[src/rtl/dac_write_sched.sv]
// Write scheduler for the 16-bit loop-control DAC behind a shared single-CS SPI master.
// Arbitrates boot/manual/loop writers, clamps the word, sends MSB then LSB, and enforces a CS-idle gap.
module dac_write_sched #(
    parameter logic [15:0] DAC_INIT = 16'h9E23,
    parameter logic [15:0] DAC_MIN  = 16'h0400,
    parameter logic [15:0] DAC_MAX  = 16'hFBFF,
    parameter int unsigned GAP_CYC  = 550
) (
    input  logic        CLOCK_50,
    input  logic        reset,
    input  logic        loop_req,
    input  logic [15:0] loop_val,
    output logic        loop_ack,
    input  logic        man_req,
    input  logic [15:0] man_val,
    output logic        man_ack,
    input  logic        spi_ready,
    output logic [7:0]  spi_byte,
    output logic        spi_dv,
    output logic        busy,
    output logic [15:0] dac_val,
    output logic        wr_done,
    output logic [15:0] wr_count,
    output logic [7:0]  clamp_count
);

    localparam int unsigned GW = (GAP_CYC > 1) ? $clog2(GAP_CYC) : 1;

    typedef enum logic [2:0] {
        S_IDLE,
        S_SEND_HI,
        S_WAIT_HI,
        S_SEND_LO,
        S_WAIT_LO,
        S_GAP
    } state_t;

    state_t        state_q, state_d;
    logic          boot_pend_q, boot_pend_d;
    logic [15:0]   word_q, word_d;
    logic          first_q, first_d;
    logic [GW-1:0] gap_cnt_q, gap_cnt_d;
    logic [7:0]    byte_q, byte_d;
    logic          busy_q, busy_d;
    logic          wr_done_q, wr_done_d;
    logic [15:0]   dac_val_q, dac_val_d;
    logic [15:0]   wr_count_q, wr_count_d;
    logic [7:0]    clamp_count_q, clamp_count_d;
    logic          grant_user;
    logic [15:0]   grant_val;

    function automatic logic [15:0] clamp_word(input logic [15:0] v);
        if (v < DAC_MIN)
            return DAC_MIN;
        else if (v > DAC_MAX)
            return DAC_MAX;
        else
            return v;
    endfunction

    always_ff @(posedge CLOCK_50 or posedge reset) begin
        if (reset) begin
            state_q       <= S_IDLE;
            boot_pend_q   <= 1'b1;
            word_q        <= DAC_INIT;
            first_q       <= 1'b0;
            gap_cnt_q     <= '0;
            byte_q        <= 8'h00;
            busy_q        <= 1'b0;
            wr_done_q     <= 1'b0;
            dac_val_q     <= DAC_INIT;
            wr_count_q    <= 16'h0000;
            clamp_count_q <= 8'h00;
        end else begin
            state_q       <= state_d;
            boot_pend_q   <= boot_pend_d;
            word_q        <= word_d;
            first_q       <= first_d;
            gap_cnt_q     <= gap_cnt_d;
            byte_q        <= byte_d;
            busy_q        <= busy_d;
            wr_done_q     <= wr_done_d;
            dac_val_q     <= dac_val_d;
            wr_count_q    <= wr_count_d;
            clamp_count_q <= clamp_count_d;
        end
    end

    always_comb begin
        state_d       = state_q;
        boot_pend_d   = boot_pend_q;
        word_d        = word_q;
        first_d       = first_q;
        gap_cnt_d     = gap_cnt_q;
        byte_d        = byte_q;
        busy_d        = busy_q;
        wr_done_d     = 1'b0;
        dac_val_d     = dac_val_q;
        wr_count_d    = wr_count_q;
        clamp_count_d = clamp_count_q;
        grant_user    = 1'b0;
        grant_val     = 16'h0000;
        man_ack       = 1'b0;
        loop_ack      = 1'b0;
        spi_dv        = 1'b0;
        spi_byte      = byte_q;

        case (state_q)
            S_IDLE: begin
                if (boot_pend_q) begin
                    boot_pend_d = 1'b0;
                    word_d      = DAC_INIT;
                end else if (man_req) begin
                    man_ack    = 1'b1;
                    grant_user = 1'b1;
                    grant_val  = man_val;
                end else if (loop_req) begin
                    loop_ack   = 1'b1;
                    grant_user = 1'b1;
                    grant_val  = loop_val;
                end
                if (grant_user) begin
                    word_d = clamp_word(grant_val);
                    if (word_d != grant_val && clamp_count_q != 8'hFF)
                        clamp_count_d = clamp_count_q + 8'd1;
                end
                if (boot_pend_q || grant_user) begin
                    busy_d  = 1'b1;
                    state_d = S_SEND_HI;
                end
            end
            S_SEND_HI: begin
                if (spi_ready) begin
                    spi_dv   = 1'b1;
                    spi_byte = word_q[15:8];
                    byte_d   = word_q[15:8];
                    first_d  = 1'b1;
                    state_d  = S_WAIT_HI;
                end
            end
            // The master drops ready one cycle after dv, so the first wait cycle is blind.
            S_WAIT_HI: begin
                first_d = 1'b0;
                if (!first_q && spi_ready)
                    state_d = S_SEND_LO;
            end
            S_SEND_LO: begin
                if (spi_ready) begin
                    spi_dv   = 1'b1;
                    spi_byte = word_q[7:0];
                    byte_d   = word_q[7:0];
                    first_d  = 1'b1;
                    state_d  = S_WAIT_LO;
                end
            end
            S_WAIT_LO: begin
                first_d = 1'b0;
                if (!first_q && spi_ready) begin
                    dac_val_d  = word_q;
                    wr_done_d  = 1'b1;
                    wr_count_d = wr_count_q + 16'd1;
                    gap_cnt_d  = '0;
                    state_d    = S_GAP;
                end
            end
            S_GAP: begin
                if (gap_cnt_q == GW'(GAP_CYC - 1)) begin
                    busy_d  = 1'b0;
                    state_d = S_IDLE;
                end else begin
                    gap_cnt_d = gap_cnt_q + GW'(1);
                end
            end
            default: state_d = S_IDLE;
        endcase
    end

    assign busy        = busy_q;
    assign wr_done     = wr_done_q;
    assign dac_val     = dac_val_q;
    assign wr_count    = wr_count_q;
    assign clamp_count = clamp_count_q;

endmodule

[config.mk]
export PLATFORM = sky130hd
export DESIGN_NAME = dac_write_sched
export DESIGN_NICKNAME = d
export VERILOG_FILES = /design/src/rtl/dac_write_sched.sv
export SDC_FILE = /design/constraint.sdc
export NUM_CORES = 1
export LEC_CHECK = 0
export CELL_PAD_IN_SITES_DETAIL_PLACEMENT = 2
export CELL_PAD_IN_SITES_GLOBAL_PLACEMENT = 2
export CORE_ASPECT_RATIO = 1.75
export CORE_MARGIN = 2
export CORE_UTILIZATION = 34
export DETAILED_ROUTE_END_ITERATION = 8
export HOLD_SLACK_MARGIN = 0.15
export PLACE_DENSITY = 0.95
export REMOVE_ABC_BUFFERS = 1
export SLEW_MARGIN = 20
export SYNTH_ARGS = -nofsm -noshare
export SYNTH_HDL_FRONTEND = slang
export SYNTH_SLANG_ARGS = --single-unit
[constraint.sdc]
create_clock -name CLOCK_50 -period 5.6 [get_ports CLOCK_50]
set_input_delay 0.56 -clock CLOCK_50 [delete_from_list [all_inputs] [get_ports CLOCK_50]]
set_output_delay 0.56 -clock CLOCK_50 [all_outputs]
set_load 0.05 [all_outputs]
==> results of run 1 <==
==> power groups by stage <==
stage | logic [uW] | clock network [uW] | registers [uW]
4_1_cts | 994 | 629 | 949
2_1_floorplan | 480 | 0 | 1050
6_report | 980 | 616 | 945
3_5_place_dp | 963 | 0 | 949
3_3_place_gp | 915 | 0 | 931
5_1_grt | 1050 | 647 | 971
==> registers in the layout, indices dropped and copies added, names as in the netlist <==
register	count
state_q	3
gap_cnt_q	10
busy	1
wr_done	1
clamp_count	8
byte_q	8
word_q	16
dac_val	16
first_q	1
wr_count	16
boot_pend_q	1
==> kinds of logic (layout without fill, tap and decap cells) <==
logic type      Yosys count  after routing
compound gates           71             71
xor+xnor                 31             31
fa+ha+maj                 4              4
buf+inv                  27            116
flops                    81             81
mux                      19             19
simple gates            135            135
==> per-stage QoR <==
step	std cells	hold WS (ps)	setup WS, ps	power, uW
after detailed placement	573	486	1850	1910
after CTS	589	505	1830	2570
after global placement	573	455	1970	1850
after floorplan	350	467	2840	1530
final	589	486	1880	2540
after global routing	589	532	1690	2660
==> cells in the mapped netlist (all sizes together) <==
cell type / count
a32oi: 2
xor2: 13
nand2: 35
nand2b: 3
nor2b: 5
o31ai: 1
nor4: 3
nand3b: 4
o2bb2ai: 1
nor3: 4
o21a: 1
buf: 9
inv: 9
and4: 4
dfrtp: 64
o2111a: 2
a41oi: 1
nand3: 11
o22a: 1
mux2: 19
a221o: 2
and3: 4
a22oi: 18
or2: 2
a21oi: 10
nor2: 45
dfstp: 17
xnor2: 18
nand4: 10
ha: 4
a31o: 1
o21ai: 25
o211ai: 1
and2: 4
nand4b: 1
clkbuf: 9
a21boi: 1
a21o: 4
==> worst paths after layout <==
kind | from | to | slack [ps]
max reg2reg | state_q[1] | wr_count[13] | 2810
max in group asynchronous | reset | gap_cnt_q[0] | 4330
max | man_req | loop_ack | 1880
min in group asynchronous | reset | gap_cnt_q[5] | 740
min reg2reg | wr_count[15] | wr_count[15] | 490
min | wr_count[15] | wr_count[15] | 490
==> layer usage <==
metal / share of wire / vias up / GRT usage
li1: - / 1454 / -
met1: 0.37 / 1629 / 0.237
met2: 0.58 / 73 / 0.415
met3: 0.025 / 13 / 0.0330
met4: 0.017 / 0 / 0.0683
met5: 0 / - / 0
==> cell type report <==
cell class	instances	area, um2
Fill cell	1160	5930
Sequential cell	81	2050
Multi-Input combinational cell	260	1710
Timing Repair Buffer	91	910
Clock buffer	12	256
Tap cell	132	165
Clock inverter	4	51.3
Inverter	9	35.0
==> critical path, delay by kind of cell <==
kind	cells	cell delay (ps)
and+or+nand+nor	2	1000
buffers and inverters	2	1600
==> impl_metrics.json, run 1 <==
{
  "slowest_delay_ps": 810,
  "synth_top_area_share": 0.413,
  "die-area_mm2": 0.0123,
  "yosys.area.top_type": "dfrtp_1",
  "diodes": 0,
  "slew_headroom": 0.422,
  "cts_sinks": 81,
  "final_util": 0.466,
  "cp_cell_sequence": "clkdlybuf4s50_1 > nor2b_1 > and2_1 > clkdlybuf4s50_1",
  "gp_congestion": 0.774,
  "crit_top_cell": "clkdlybuf4s50_1",
  "p_leak_uw": 0.00221,
  "cts_hold_buffers": 0,
  "synthMuxAreaShare": 0.0562,
  "yosys_warnings": 0,
  "totalWireLength_um": 12700,
  "die_h_um": 145,
  "dp_hpwl_um": 8750,
  "tightestPinTransition_ps": 867,
  "ios": 90,
  "p_switching_uw": 1060,
  "outcome": "complete, no violations",
  "period_share": 0.665,
  "rsz0062_at_grt": "false",
  "synth_xor_area_frac": 0.0700,
  "row_count": 51,
  "antenna_left": 0,
  "clockBufferDepth": 2,
  "setup_violations": 0,
  "hold_viol_final": 0,
  "area_delta_synth_final_pct": 33.5,
  "grt_pass1_wl_um": 20600,
  "maxSlewViolCount": 0,
  "post_cts_buffers": 0,
  "crit_slowest_cell": "clkdlybuf4s50_1",
  "synth_compound_area_frac": 0.127,
  "hold_path_depth": 1,
  "synth_top_family_by_area": "simple AND/OR/NAND/NOR gates",
  "p_per_area_mw_per_mm2": 491,
  "grt_usage": 0.216,
  "cts-buffers-inserted": 9,
  "synth_area_leaders": "dfrtp_1 (41%), dfstp_2 (12%), mux2_2 (5.2%), nor2_1 (4.4%), xnor2_1 (4.1%)",
  "nNetsFinal": 493,
  "path_class": "in2out",
  "ys_ff_latch": 81,
  "drt-pass1-iter-count": 4,
  "grt_remaining_overflow": 0,
  "end_kind": "primary output",
  "cts_tree": "yes",
  "postLayoutCellArea_mm2": 0.00517,
  "hp-class": "reg2reg",
  "synth_cell_types": 44,
  "initialDrtViolationCount": 118,
  "power_frac_seq": 0.372,
  "clock-root-buffer": "clkbuf_16",
  "period_minus_slack_ps": 3720,
  "grt_start_max_net_pins": 82,
  "p_sw_frac": 0.416,
  "core_area_mm2": 0.0111,
  "postSynthCellCount": 368,
  "port_buffers": 89,
  "wire_per_inst_um": 21.6,
  "fmax_mhz": 269,
  "worstPathArrival_ps": 3160,
  "yosys.area_share.simple": 0.174,
  "yosysSeqAreaShare": 0.528,
  "avgSynthCellArea_um2": 10.5,
  "final_cell_mix": "clkdlybuf4s50_1 (89), dfrtp_1 (64), nor2_1 (45), nand2_1 (34)",
  "cp_max_fo": 24,
  "clock_power_share": 0.242,
  "placed_area_mm2": 0.00486,
  "grt_pass1_vias": 3646,
  "p_comb_frac": 0.386,
  "layout_commonest_cell": "clkdlybuf4s50_1",
  "via_count": 3169,
  "route.detailed.drc": 0,
  "synth-adder-area-share": 0.0129,
  "ctsResizeCount": 0,
  "p_int_uw": 1480,
  "cp-start-kind": "primary input",
  "setup_tns_ps": 0,
  "vias_per_cell": 5.38,
  "netlist_area_mm2": 0.00388,
  "die_w_um": 84.7,
  "antenna_found_initial": 0,
  "cts_max_level": 3,
  "ff2ff_path_depth": 6,
  "drive_gt1_frac": 0.136,
  "maxCapViolations": 0,
  "vdd_drop_max_mv": 0.230,
  "start_util": 0.349,
  "clk_pin_slew_ps": 60,
  "cp.required_ps": 5040,
  "clock_latency_ps": 350,
  "finClkSkew_ps": 7.56
}
Power figures use the tool's default switching activity.
==> run 2, diff against run 1 <==
Settings changed: CORE_UTILIZATION 34 to 31, PLACE_DENSITY 0.95 to 0.91.
Clock period 5.6 ns to 3.5 ns, I/O delays scaled along.
==> run 2 against run 1 <==
Combinational power is 65% higher. Setup slack worse by 1500 ps. First-iteration DRC count is 36% higher. Sequential share of layout area is 0.99 points lower. Final area is 2.6% higher. Register-to-register slack worse by 1600 ps. Global-route usage is 2.5 points lower. Critical path depth is 2 higher. Sequential power is 57% higher. Largest cell class unchanged. Highest routed layer unchanged.
==> impl_metrics.json, run 2 (synthesis results as in run 1) <==
{
  "outcome": "complete, no violations",
  "end_kind": "primary output",
  "hp-class": "in2async",
  "drive_gt1_frac": 0.153,
  "port_buffers": 89,
  "cts_hold_buffers": 0,
  "seqCellArea_mm2": 0.00205,
  "start_util": 0.313,
  "antenna_left": 0,
  "grt_pass1_wl_um": 19600,
  "ff2ff_path_depth": 6,
  "die_w_um": 88.5,
  "core_area_mm2": 0.0124,
  "layout_commonest_cell": "clkdlybuf4s50_1",
  "cts_max_level": 3,
  "vdd_drop_max_mv": 0.278,
  "use_met2": 0.347,
  "area_delta_synth_final_pct": 36.9,
  "path_class": "reg2out",
  "cts-buffers-inserted": 9,
  "maxSlewViolCount": 0,
  "post_cts_buffers": 0,
  "via_count": 3193,
  "maxCapViolations": 0,
  "power_frac_seq": 0.355,
  "grt_remaining_overflow": 0,
  "rr_endpoint": "clamp_count[1]",
  "initialDrtViolationCount": 161,
  "period_share": 0.900,
  "cts_tree": "yes",
  "use_met1": 0.215,
  "period_minus_slack_ps": 3150,
  "clock_power_share": 0.258,
  "finClkSkew_ps": 10.7,
  "clk_pin_slew_ps": 70,
  "final_util": 0.429,
  "grt_use_met3": 0.0277,
  "die-area_mm2": 0.0134,
  "placed_area_mm2": 0.00497,
  "worstPathArrival_ps": 2800,
  "p_switching_uw": 1660,
  "slew_headroom": 0.461,
  "r2r_slack_ps": 1230,
  "multi_input_area_mm2": 0.00171,
  "p_total_uw": 4170,
  "final_cell_mix": "clkdlybuf4s50_1 (88), dfrtp_1 (64), nor2_1 (45), nand2_1 (34)",
  "cp.required_ps": 3150,
  "p_comb_frac": 0.388,
  "rsz0062_at_grt": "false",
  "p_leak_uw": 0.00226,
  "diodes": 0,
  "postLayoutCellArea_mm2": 0.00531,
  "cp_max_fo": 11,
  "clock_latency_ps": 340,
  "row_count": 54,
  "fin_ws_ps": 351,
  "grt_start_max_net_pins": 34,
  "die_h_um": 152,
  "ios": 90,
  "vias_per_cell": 5.04,
  "fmax_mhz": 318,
  "clockBufferDepth": 2,
  "setup_violations": 0,
  "antenna_found_initial": 0,
  "tightestPinTransition_ps": 807,
  "hold_viol_final": 0,
  "totalWireLength_um": 12000,
  "nNetsFinal": 502,
  "gp_congestion": 0.823,
  "grt_pass1_vias": 3569,
  "ctsResizeCount": 0,
  "place_ws_ps": 587,
  "setup_tns_ps": 0,
  "cp-start-kind": "flop",
  "p_per_area_mw_per_mm2": 786,
  "regToRegStartpoint": "boot_pend_q",
  "fillers": 1338,
  "p_int_uw": 2510,
  "grt_usage": 0.191,
  "clock-root-buffer": "clkbuf_16",
  "grt.busiest_layer": "met2",
  "dp_hpwl_um": 9000,
  "cts_sinks": 81,
  "drt-pass1-iter-count": 4,
  "wire_per_inst_um": 19.0,
  "route.detailed.drc": 0,
  "crit_start": "state_q[0]",
  "p_sw_frac": 0.398
}
run 2: cell types whose count changed in the layout (fill, tap and decap cells not counted), sizes merged:
cell / delta
buf: +10
bufinv: +2
clkbuf: -2
clkdlybuf4s50: -1
clkinv: -2
clkinvlp: +1
run 2: how the worst max path moves through the flow:
stage,slack (ps),to
2_1_floorplan,950,spi_byte[1]
3_3_place_gp,750,spi_byte[1]
3_5_place_dp,590,spi_byte[7]
4_1_cts,320,spi_byte[7]
5_1_grt,270,spi_byte[7]
6_report,350,spi_byte[7]
run 2: through the flow:
stage / std cells / hold WS (ps)
after floorplan: 350 / 467
after global placement: 618 / 457
after detailed placement: 618 / 469
after CTS: 633 / 338
after global routing: 633 / 366
final: 633 / 331
run 2: critical path, stage by stage, from the launching register on:
cell	delay, ps
dfrtp_1	600
nand2_1	180
nor2_1	210
buf_4	210
a22oi_1	110
o21ai_0	280
clkdlybuf4s50_1	870
run 2: metal layers:
layer | wire [um] | vias to the layer above
li1 | - | 1473
met1 | 4580 | 1623
met2 | 6820 | 77
met3 | 295 | 20
met4 | 309 | 0
met5 | 0 | -
run 2: area by class of cell:
| cell class | count | area share |
|---|---|---|
| sequential | 81 | 0.386 |
| tap | 168 | 0.0396 |
| timing repair buffer | 100 | 0.183 |
| clock inverter | 5 | 0.0198 |
| multi-input combinational | 260 | 0.322 |
| clock buffer | 10 | 0.0432 |
| inverter | 9 | 0.00660 |
run 2: power groups by stage:
stage                     sequential, uW  clock, uW  combinational, uW
after floorplan                     1680          0                768
after global placement              1460          0               1550
after detailed placement            1490          0               1620
after CTS                           1480       1090               1640
after global routing                1520       1130               1740
final                               1480       1080               1620
